## config.mk

```make
export PLATFORM = sky130hd
export DESIGN_NAME = branch_redirect_fetch
export DESIGN_NICKNAME = d
export VERILOG_FILES = /design/src/rtl/branch_redirect_fetch.sv
export SDC_FILE = /design/constraint.sdc
export NUM_CORES = 1
export LEC_CHECK = 0
export CELL_PAD_IN_SITES_DETAIL_PLACEMENT = 0
export CELL_PAD_IN_SITES_GLOBAL_PLACEMENT = 1
export CORE_ASPECT_RATIO = 0.8
export CORE_UTILIZATION = 34
export CTS_BUF_LIST = sky130_fd_sc_hd__clkbuf_8
export CTS_CLUSTER_SIZE = 20
export DETAILED_ROUTE_END_ITERATION = 6
export GPL_TIMING_DRIVEN = 0
export PLACE_DENSITY = 0.8
export SETUP_SLACK_MARGIN = 0.5
export SLEW_MARGIN = 20
export SYNTH_ARGS = -nofsm -noshare
export SYNTH_HDL_FRONTEND = slang
export SYNTH_SLANG_ARGS = --single-unit
```

## constraint.sdc

```tcl
create_clock -name clk -period 11.3 [get_ports clk]
set_input_delay 1.695 -clock clk [delete_from_list [all_inputs] [get_ports clk]]
set_output_delay 1.695 -clock clk [all_outputs]
set_load 0.02 [all_outputs]
```

## src/rtl/branch_redirect_fetch.sv

```systemverilog
// ---------------------------------------------------------------------------
// branch_redirect_fetch
//
// PC sequencer for the fetch front end. Owns the PC, issues instruction
// memory requests over a req/ready handshake, redirects on taken branches
// from execute, holds a multi-cycle flush after each redirect and traps
// (sticky) on misaligned branch targets.
//
// Ports:
//   clk, rst        clock and synchronous active-high reset
//   br_valid        branch resolution present this cycle
//   br_taken        resolved outcome, qualified by br_valid
//   br_target       branch target, qualified by br_valid && br_taken
//   stall           back-pressure; blocks new requests only
//   imem_req        fetch request (transfer = imem_req && imem_ready)
//   imem_addr       fetch address, held while a request waits for ready
//   imem_ready      memory accepts the request
//   fetch_valid     registered one-cycle pulse per unsquashed transfer
//   fetch_pc        address of the transfer reported by fetch_valid
//   flush           squash younger front-end instructions
//   misalign_fault  sticky trap on a taken misaligned branch
//   redirect_count  taken aligned redirects, saturating at 16'hFFFF
// ---------------------------------------------------------------------------
module branch_redirect_fetch #(
    parameter int              XLEN         = 32,
    parameter logic [XLEN-1:0] RESET_PC     = '0,
    parameter int              FLUSH_CYCLES = 2
) (
    input  logic            clk,
    input  logic            rst,
    input  logic            br_valid,
    input  logic            br_taken,
    input  logic [XLEN-1:0] br_target,
    input  logic            stall,
    output logic            imem_req,
    output logic [XLEN-1:0] imem_addr,
    input  logic            imem_ready,
    output logic            fetch_valid,
    output logic [XLEN-1:0] fetch_pc,
    output logic            flush,
    output logic            misalign_fault,
    output logic [15:0]     redirect_count
);

    localparam int              CNT_W      = 4;
    localparam logic [CNT_W-1:0] FLUSH_LOAD = CNT_W'(FLUSH_CYCLES);

    typedef enum logic [1:0] {
        ST_RUN,
        ST_WAIT,
        ST_FLUSH,
        ST_FAULT
    } state_t;

    function automatic logic [15:0] sat_inc16(input logic [15:0] v);
        return (v == 16'hFFFF) ? v : v + 16'd1;
    endfunction

    state_t          state,         state_d;
    logic [XLEN-1:0] pc,            pc_d;
    logic [CNT_W-1:0] flush_cnt,    flush_cnt_d;
    logic            pend_redirect, pend_redirect_d;
    logic [XLEN-1:0] pend_target,   pend_target_d;
    logic            pend_fault,    pend_fault_d;
    logic            fault_q,       fault_d;
    logic [15:0]     count_q,       count_d;
    logic            vld_p1,        vld_d;
    logic [XLEN-1:0] fetch_pc_p1,   fetch_pc_d;

    logic br_ok;
    logic br_bad;
    logic xfer;

    assign br_ok  = br_valid && br_taken && (br_target[1:0] == 2'b00);
    assign br_bad = br_valid && br_taken && (br_target[1:0] != 2'b00);

    always_comb begin
        state_d         = state;
        pc_d            = pc;
        flush_cnt_d     = flush_cnt;
        pend_redirect_d = pend_redirect;
        pend_target_d   = pend_target;
        pend_fault_d    = pend_fault;
        fault_d         = fault_q;
        count_d         = count_q;
        vld_d           = 1'b0;
        fetch_pc_d      = fetch_pc_p1;
        imem_req        = 1'b0;
        imem_addr       = pc;
        xfer            = 1'b0;

        unique case (state)
            ST_RUN: begin
                imem_req = !stall;
                xfer     = imem_req && imem_ready;
                // A branch wins over a same-cycle transfer, which is squashed.
                if (br_bad) begin
                    fault_d = 1'b1;
                    state_d = ST_FAULT;
                end else if (br_ok) begin
                    pc_d        = br_target;
                    flush_cnt_d = FLUSH_LOAD;
                    count_d     = sat_inc16(count_q);
                    state_d     = ST_FLUSH;
                end else if (xfer) begin
                    pc_d       = pc + XLEN'(4);
                    vld_d      = 1'b1;
                    fetch_pc_d = pc;
                end else if (imem_req) begin
                    state_d = ST_WAIT;
                end
            end

            ST_WAIT: begin
                // Request must stay up until accepted, regardless of stall.
                imem_req = 1'b1;
                if (imem_ready) begin
                    pend_redirect_d = 1'b0;
                    pend_fault_d    = 1'b0;
                    if (pend_fault || br_bad) begin
                        fault_d = 1'b1;
                        state_d = ST_FAULT;
                    end else if (br_ok) begin
                        pc_d        = br_target;
                        flush_cnt_d = FLUSH_LOAD;
                        count_d     = sat_inc16(count_q);
                        state_d     = ST_FLUSH;
                    end else if (pend_redirect) begin
                        pc_d        = pend_target;
                        flush_cnt_d = FLUSH_LOAD;
                        state_d     = ST_FLUSH;
                    end else begin
                        pc_d       = pc + XLEN'(4);
                        vld_d      = 1'b1;
                        fetch_pc_d = pc;
                        state_d    = ST_RUN;
                    end
                end else if (br_bad) begin
                    // Fault is visible now; the outstanding transfer still
                    // has to complete before the sequencer parks.
                    fault_d      = 1'b1;
                    pend_fault_d = 1'b1;
                end else if (br_ok && !pend_fault) begin
                    pend_redirect_d = 1'b1;
                    pend_target_d   = br_target;
                    count_d         = sat_inc16(count_q);
                end
            end

            ST_FLUSH: begin
                if (br_bad) begin
                    fault_d = 1'b1;
                    state_d = ST_FAULT;
                end else if (br_ok) begin
                    pc_d        = br_target;
                    flush_cnt_d = FLUSH_LOAD;
                    count_d     = sat_inc16(count_q);
                end else if (flush_cnt == CNT_W'(1)) begin
                    state_d = ST_RUN;
                end else begin
                    flush_cnt_d = flush_cnt - CNT_W'(1);
                end
            end

            ST_FAULT: begin
                state_d = ST_FAULT;
            end

            default: begin
                state_d = ST_FAULT;
            end
        endcase

        if (rst) begin
            imem_req = 1'b0;
        end
    end

    // ---- stage boundary: sequencer state -> registered fetch report ----
    always_ff @(posedge clk) begin
        if (rst) begin
            state         <= ST_RUN;
            pc            <= RESET_PC;
            flush_cnt     <= '0;
            pend_redirect <= 1'b0;
            pend_fault    <= 1'b0;
            fault_q       <= 1'b0;
            count_q       <= '0;
            vld_p1        <= 1'b0;
            fetch_pc_p1   <= '0;
        end else begin
            state         <= state_d;
            pc            <= pc_d;
            flush_cnt     <= flush_cnt_d;
            pend_redirect <= pend_redirect_d;
            pend_fault    <= pend_fault_d;
            fault_q       <= fault_d;
            count_q       <= count_d;
            vld_p1        <= vld_d;
            fetch_pc_p1   <= fetch_pc_d;
        end
    end

    // Pending target is only read when pend_redirect is set, so it needs no reset.
    always_ff @(posedge clk) begin
        pend_target <= pend_target_d;
    end

    assign fetch_valid    = vld_p1;
    assign fetch_pc       = fetch_pc_p1;
    assign flush          = (state == ST_FLUSH);
    assign misalign_fault = fault_q;
    assign redirect_count = count_q;

endmodule
```

==> reports/qor.yml, run 1 <==
status: "completed"
area_growth_pct: 30.8
finalWorstSetupSlack_ns: 5.61
hold_path_class: "flop to flop"
place_congestion: 0.920
clk_pin_slew_ns: 0.07
final_common_cell: "clkdlybuf4s50_1"
p_total_mw: 1.62
r2r-end: "imem_addr[24]"
die_y_um: 129
vias: 7049
die_w_um: 161
cts_tree: "done"
place_ws_ns: 5.63
n_antenna_cell: 0
syn_area_um2: 6900
fin_crit_ns: 5.69
rsz0062_at_grt: "false"
skew_ns: 0.0119
grt_pass1_vias: 6503
synth_top_area_cell: "dfxtp_1"
start_util_pct: 34.7
dieArea_um2: 20900
root_buffer: "clkbuf_8"
drv_slew: 0
clockBufferDepth: 2
worst-setup-path-type: "input port to output pin"
final_cell_mix: "120 x clkdlybuf4s50_1, 110 x nor2_1, 90 x dfxtp_1"
seq_area_frac_synth_pct: 40.0
finalHoldViolCount: 0
ys_ff_latch: 122
r2r_cells: 8
grt_pass1_wl_mm: 38.6
min_to: "imem_addr[0]"
cap_violations: 0
hpwl_mm: 17.9
cts.htree.levels: 4
core_area_um2: 19900
synth_top_area_share_pct: 26.1
min_from: "imem_addr[0]"
syn_inst: 819
drt_iter0_markers: 704
grt_overflow: 0
post-cts-setup-buffer-count: 0
via_per_inst: 5.69
power_density_nw_per_um2: 180
grt_max_degree: 17
min_path_cells: 2
relSlewSlack_pct: 17.5
yosys_warnings: 0
drive_gt1_share_pct: 7.79
final-setup-viol-count: 0
critPathArrivalTime_ns: 3.99
synthFlopType: "dfxtp_1"
clk_latency_ns: 0.48
firstDrtPassIters: 5
fin_crit_sh_pct: 50.3
synth_edf_count: 32
fp-row-count: 46
critPathCaptureType: "output pin"
clock-sinks: 122
port_buffers: 120
cts_hold_buf: 0
syn_nets: 866
ir_drop_mv: 0.0826
finalSetupTns_ns: 0
antenna_found_initial: 0
antenna_left: 0
leakage_nw: 3.17
crit_fanout: 10
crit_path_start_kind: "input port"
synthArstFlopShare_pct: 0
r2r_slack_ns: 8.15
io_pins: 122
wl_per_cell_um: 20.3
cts_buffers: 17
drt_wl_total_mm: 25.2
synth_cell_types: 72
synth.area.top_cells: "dfxtp_1 26%, edfxtp_1 14%, nor2_1 6.0%"
required_ns: 9.61
grt_usage_pct: 24.6
drc_errors: 0
tightest_slew_ns: 1.23
timing.fmax_mhz: 176
cts_resized: 0
r2r_start: "state[0]"
num-nets-final: 1009
syn-mean-instance-area_um2: 8.42
## per-stage QoR
stage / hold WS [ns] / util (%) / cell area, um2 / cells
floorplan: 0.453 / - / 6900 / 819
global placement: 0.468 / 42.5 / 8430 / 1203
detailed placement: 0.480 / 42.7 / 8480 / 1207
CTS: 0.493 / 45.5 / 9030 / 1239
global route: 0.506 / 45.5 / 9030 / 1239
finish: 0.491 / 45.5 / 9030 / 1239
## state kept, by name (all words and copies together), names as in the netlist
signal / cells
imem_addr: 32
fetch_valid: 1
pend_fault: 1
fetch_pc: 32
redirect_count: 16
state: 2
pend_redirect: 1
pend_target: 32
misalign_fault: 1
flush_cnt: 4
## worst max-delay path: stages
cell and delay, ns:
clkbuf_1 0.35, clkbuf_1 0.72, clkbuf_1 0.55, nor2_1 0.11
clkdlybuf4s50_1 0.56
## area by class of cell
type	count	area (um2)
Multi-Input combinational cell	613	3790
Tap cell	264	330
Fill cell	1971	10800
Inverter	21	78.8
Timing Repair Buffer	124	1240
Clock inverter	11	260
Clock buffer	21	289
Buffer	63	272
Sequential cell	122	2760
## how the worst max path moves through the flow
stage                            start        endpoint  slack (ns)  cells after the start
after global routing               rst        imem_req        5.47                      5
after detailed placement           rst        imem_req        5.63                      5
after floorplan           br_target[1]  pend_target[0]        6.03                      6
after CTS                          rst        imem_req        5.62                      5
after global placement    br_target[1]  pend_target[7]        3.60                      7
final                              rst        imem_req        5.61                      5
## cell usage after synthesis (all sizes together) (7+ instances only)
library cell / n
mux2i: 37
nand2: 70
a21oi: 60
o21ai: 37
nor4: 13
edfxtp: 32
a31oi: 13
nor3: 28
o211ai: 15
dfxtp: 90
nor2: 110
nand4: 18
a21o: 10
a211oi: 16
ha: 9
a311oi: 8
clkbuf: 41
nand3: 27
and3: 11
xnor2: 19
nand2b: 7
buf: 22
inv: 20
## kinds of logic (layout without fill, tap and decap cells)
| group | Yosys count | in the layout | synth area share [%] |
|---|---|---|---|
| compound gates | 222 | 222 | 21.8 |
| xor+xnor | 24 | 24 | 3.05 |
| fa+ha+maj | 9 | 9 | 1.63 |
| buf+inv | 84 | 240 | 5.08 |
| flops | 122 | 122 | 40.0 |
| mux | 39 | 39 | 5.69 |
| simple gates | 319 | 319 | 22.7 |
## per-layer routing
layer	track usage (%)	vias to the layer above	routed length (um)
met5	2.95	-	82
met4	10.2	2	607
met3	6.27	47	2520
met2	35.4	379	10300
met1	34.5	3300	11700
li1	-	3321	-
## where the power goes
part	switching (mW)	internal, mW
Clock	0.197	0.353
Combinational	0.338	0.205
Sequential	0.0472	0.483
Note: power is estimated with default switching activity, not from simulation.
==> run 2: changes to the inputs <==
--- a/config.mk
+++ b/config.mk
@@ -13,7 +13,7 @@
 export CTS_CLUSTER_SIZE = 20
 export DETAILED_ROUTE_END_ITERATION = 6
 export GPL_TIMING_DRIVEN = 0
-export PLACE_DENSITY = 0.8
+export PLACE_DENSITY = 0.82
 export SETUP_SLACK_MARGIN = 0.5
 export SLEW_MARGIN = 20
 export SYNTH_ARGS = -nofsm -noshare
==> constraint.sdc (replaced) <==
create_clock -name clk -period 5.1 [get_ports clk]
set_input_delay 0.765 -clock clk [delete_from_list [all_inputs] [get_ports clk]]
set_output_delay 0.765 -clock clk [all_outputs]
set_load 0.02 [all_outputs]
==> run 2 against run 1 <==
Clock power increased by 80%; largest cell class unchanged; highest routed layer is now met4; count of clock-buffer cells in the layout decreased by 3; non-clock buffer count unchanged; sequential power increased by 120%; clock skew increased by 0.0016 ns; critical path depth unchanged; utilization decreased by 0.51 points; register-to-register slack got worse by 6.2 ns; wire length decreased by 0.12%.
==> reports/qor.yml, run 2 (synthesis gave the netlist of run 1 again) <==
fp-row-count: 46  # unchanged
cap_violations: 0  # unchanged
placedCellCount: 1207  # unchanged
n_antenna_cell: 0  # unchanged
final_area_um2: 8920  # -1.1%
utilization_pct: 44.9  # -0.51 points
critPathArrivalTime_ns: 2.96  # -1.03 ns
clk_latency_ns: 0.46  # -0.02 ns
clock-sinks: 122  # unchanged
dieArea_um2: 20900  # unchanged
ff_latch_area_um2: 2760  # unchanged
multi_input_area_um2: 3800  # +0.13%
leakage_nw: 3.11  # -1.8%
finalSetupTns_ns: 0  # unchanged
clk_pin_slew_ns: 0.07  # about the same
timing.fmax_mhz: 269
antenna_left: 0  # unchanged
drt_wl_total_mm: 25.2  # -0.12%
rsz0062_at_grt: "false"
cts_tree: "done"
relSlewSlack_pct: 29.8  # +12 points
post_dp_cell_area_um2: 8480  # unchanged
final_common_cell: "clkdlybuf4s50_1"
hold_path_class: "flop to flop"
finalHoldViolCount: 0  # unchanged
drt_iter0_markers: 874  # +24%
drv_slew: 0  # unchanged
worst-setup-path-type: "input port to output pin"
wl_per_cell_um: 20.3  # -0.12%
area_growth_pct: 29.4
vias: 7167  # +1.7%
ir_drop_mv: 0.226  # +170%
place_congestion: 0.903  # -1.8%
port_buffers: 120  # unchanged
power_density_nw_per_um2: 377  # +110%
fin_crit_ns: 3.72
status: "completed"
critPathCaptureType: "output pin"
finalNonFillerCells: 1239  # unchanged
num-nets-final: 1009  # unchanged
die_y_um: 129  # unchanged
core_area_um2: 19900  # unchanged
start_util_pct: 34.7  # unchanged
holdWs_ns: 0.484  # -0.00796 ns
clockBufferDepth: 2  # unchanged
antenna_found_initial: 0  # unchanged
grt_pass1_vias: 6495  # -0.12%
n_fill_cell: 1967  # -0.20%
io_pins: 122  # unchanged
drc_errors: 0  # unchanged
crit_fanout: 10  # unchanged
drive_gt1_share_pct: 7.90  # +0.10 points
grt_max_degree: 17  # unchanged
via_per_inst: 5.78  # +1.7%
post-cts-setup-buffer-count: 0  # unchanged
firstDrtPassIters: 5  # unchanged
cts.htree.levels: 4  # unchanged
cts_resized: 0  # unchanged
crit_path_start_kind: "input port"
die_w_um: 161  # unchanged
final-setup-viol-count: 0  # unchanged
required_ns: 4.34  # -5.27 ns
hpwl_mm: 18.0  # +0.43%
skew_ns: 0.0135  # +0.00159 ns
cts_buffers: 17  # unchanged
grt_usage_pct: 24.2  # -0.39 points
fin_crit_sh_pct: 73.0
cts_hold_buf: 0  # unchanged
grt_pass1_wl_mm: 38.2  # -0.86%
final_cell_mix: "120 x clkdlybuf4s50_1, 110 x nor2_1, 90 x dfxtp_1"
grt_overflow: 0  # unchanged
tightest_slew_ns: 1.04  # -0.185 ns
root_buffer: "clkbuf_8"
==> run 2: report_power, final <==
part | switching [mW] | total, mW | internal (mW)
combinational | 0.748 | 1.20 | 0.456
sequential | 0.107 | 1.18 | 1.07
clock | 0.441 | 0.988 | 0.547
==> run 2: worst paths after layout <==
path / start / end / slack, ns / depth (start not counted)
setup / recovery: rst / imem_req / 1.38 / 5
hold / removal: misalign_fault / misalign_fault / 0.48 / 2
setup reg to reg: state[0] / imem_addr[24] / 1.99 / 8
hold reg to reg: misalign_fault / misalign_fault / 0.48 / 2
==> run 2: final cells by class <==
cell class / count / area share [%]
well taps: 264 / 3.70
flip-flops and latches: 122 / 31.0
inverters: 21 / 0.883
multi-input cells: 613 / 42.5
plain buffers: 63 / 3.04
clock buffers: 18 / 2.78
repair buffers: 124 / 13.9
clock inverters: 14 / 2.19
==> run 2: metrics by stage <==
step / power, mW / setup WS (ns)
after global placement: 2.36 / -1.57
final: 3.37 / 1.38
after CTS: 3.35 / 1.37
after floorplan: 1.91 / 0.763
after detailed placement: 2.37 / 1.29
after global routing: 3.52 / 1.26
==> run 2: routing by layer <==
layer	vias to the layer above	part of all wire (%)	track usage, %
met5	-	0	0
li1	3330	-	-
met1	3390	46	35.1
met3	36	10	5.67
met2	411	41	35.5
met4	0	1.8	7.16
==> run 2: critical path, cell delays in order <==
cell	delay, ns
clkbuf_1	0.34
clkbuf_1	0.66
clkbuf_1	0.53
nor2_1	0.10
clkdlybuf4s50_1	0.56
==> run 3: changes to the inputs <==
--- a/config.mk
+++ b/config.mk
@@ -13,7 +13,7 @@
 export CTS_CLUSTER_SIZE = 20
 export DETAILED_ROUTE_END_ITERATION = 6
 export GPL_TIMING_DRIVEN = 0
-export PLACE_DENSITY = 0.82
+export PLACE_DENSITY = 0.8
 export SETUP_SLACK_MARGIN = 0.5
 export SLEW_MARGIN = 20
 export SYNTH_ARGS = -nofsm -noshare
==> constraint.sdc (replaced) <==
create_clock -name clk -period 3.8 [get_ports clk]
set_input_delay 0.57 -clock clk [delete_from_list [all_inputs] [get_ports clk]]
set_output_delay 0.57 -clock clk [all_outputs]
set_load 0.02 [all_outputs]
==> run 3 against run 2 <==
Count of clock-buffer cells in the layout fell by 1; combinational power rose by 34%; register-to-register slack got worse by 1.2 ns; critical path type unchanged; wire length fell by 0.75%; highest routed layer unchanged; via count barely moved; sequential share of layout area fell by 0.078 points; non-clock buffer count fell by 2.
==> reports/qor.yml, run 3 (synthesis gave the netlist of run 1 again) <==
utilization_pct: 45.1  # +0.11 points
multi_input_area_um2: 3800  # +0.13%
critPathCaptureType: "output pin"
required_ns: 3.23  # -1.11 ns
area_growth_pct: 29.7
dieArea_um2: 20900  # unchanged
n_fill_cell: 1970  # +0.15%
power_density_nw_per_um2: 512  # +36%
firstDrtPassIters: 6  # +1
io_pins: 122  # unchanged
tightest_slew_ns: 1.11  # +0.0707 ns
num-nets-final: 1007  # -0.20%
drv_slew: 0  # unchanged
cts_buffers: 17  # unchanged
drt_wl_total_mm: 25.0  # -0.75%
die_w_um: 161  # unchanged
finalNonFillerCells: 1237  # -0.16%
cts_hold_buf: 0  # unchanged
hold_path_class: "flop to flop"
grt_pass1_wl_mm: 38.7  # +1.2%
port_buffers: 120  # unchanged
p_total_mw: 4.58  # +36%
finalSetupTns_ns: 0  # unchanged
start_util_pct: 34.7  # unchanged
final_cell_mix: "120 x clkdlybuf4s50_1, 110 x nor2_1, 90 x dfxtp_1"
final_common_cell: "clkdlybuf4s50_1"
grt_usage_pct: 24.6  # +0.40 points
place_congestion: 0.910  # +0.71%
clockBufferDepth: 2  # unchanged
grt_max_degree: 17  # unchanged
drt_iter0_markers: 818  # -6.4%
cap_violations: 0  # unchanged
cts.htree.levels: 4  # unchanged
skew_ns: 0.0155  # +0.00203 ns
clk_latency_ns: 0.46  # about the same
final_area_um2: 8950  # +0.25%
root_buffer: "clkbuf_8"
crit_path_start_kind: "input port"
fp-row-count: 46  # unchanged
hpwl_mm: 17.9  # -0.29%
status: "completed"
fin_crit_sh_pct: 83.2
final-setup-viol-count: 0  # unchanged
finalHoldViolCount: 0  # unchanged
fin_crit_ns: 3.16
ir_drop_mv: 0.209  # -7.4%
worst-setup-path-type: "input port to output pin"
critPathArrivalTime_ns: 2.59  # -0.37 ns
n_antenna_cell: 0  # unchanged
wl_per_cell_um: 20.2  # -0.59%
placedCellCount: 1205  # -0.17%
antenna_left: 0  # unchanged
clock-sinks: 122  # unchanged
via_per_inst: 5.80  # +0.23%
grt_overflow: 0  # unchanged
die_y_um: 129  # unchanged
drc_errors: 0  # unchanged
ff_latch_area_um2: 2760  # unchanged
post_dp_cell_area_um2: 8480  # about the same
relSlewSlack_pct: 25.2  # -4.6 points
antenna_found_initial: 0  # unchanged
crit_fanout: 10  # unchanged
leakage_nw: 3.13  # +0.47%
grt_pass1_vias: 6470  # -0.38%
cts_tree: "done"
core_area_um2: 19900  # unchanged
vias: 7172  # +0.070%
rsz0062_at_grt: "false"
timing.fmax_mhz: 316
drive_gt1_share_pct: 7.81  # -0.087 points
clk_pin_slew_ns: 0.08  # about the same
[run 3: cell count changes in the layout (fill, tap and decap cells not counted), sizes merged]
cell    before  now
clkinv       7    6
inv         22   23
bufinv       4    5
clkbuf      59   58
buf         26   24
[run 3: critical path, cell delays in order]
cell,delay (ns)
clkbuf_1,0.38
clkbuf_2,0.47
clkbuf_1,0.50
nor2_1,0.10
clkdlybuf4s50_1,0.55
[run 3: cell type report]
| type | instances | area share [%] |
|---|---|---|
| multi-input combinational | 613 | 42.5 |
| sequential | 122 | 30.9 |
| timing repair buffer | 122 | 13.9 |
| tap | 264 | 3.69 |
| buffer | 63 | 3.06 |
| clock buffer | 17 | 2.62 |
| clock inverter | 15 | 2.49 |
| inverter | 21 | 0.881 |
[run 3: metal layers]
metal | global-route usage [%] | vias to the layer above | routed length [um] | share of wire (%)
met5 | 0 | - | 0 | 0
met4 | 7.94 | 0 | 368 | 1.5
met3 | 5.95 | 31 | 2430 | 9.7
met2 | 35.8 | 419 | 10400 | 42
met1 | 35.5 | 3400 | 11800 | 47
li1 | - | 3322 | - | -
[run 3: what timing repair did]
item / 4_1_cts / 5_1_grt
resized for setup: 1 / 3
setup buffers: 0 / 0
cloned: 0 / 0
setup endpoints to repair: 1 / 3
[run 3: final timing paths]
kind                                startpoint        endpoint  slack [ns]  cells past startpoint
worst max-delay path                       rst        imem_req        0.64                      5
worst min-delay path            misalign_fault  misalign_fault        0.48                      2
worst max register to register        state[1]   imem_addr[18]        0.84                      9
worst min register to register  misalign_fault  misalign_fault        0.48                      2
[run 3: power breakdown]
group	leakage, nW	switching [mW]	internal [mW]
Combinational	1.88	1.00	0.613
Sequential	1.02	0.141	1.44
Clock	0.228	0.605	0.782
[run 3: per-stage QoR]
step	setup slack (ns)	hold WS, ns
after floorplan	0.647	0.453
after global placement	-1.11	0.469
after detailed placement	0.142	0.471
after CTS	0.523	0.490
after global routing	0.516	0.522
final	0.638	0.478
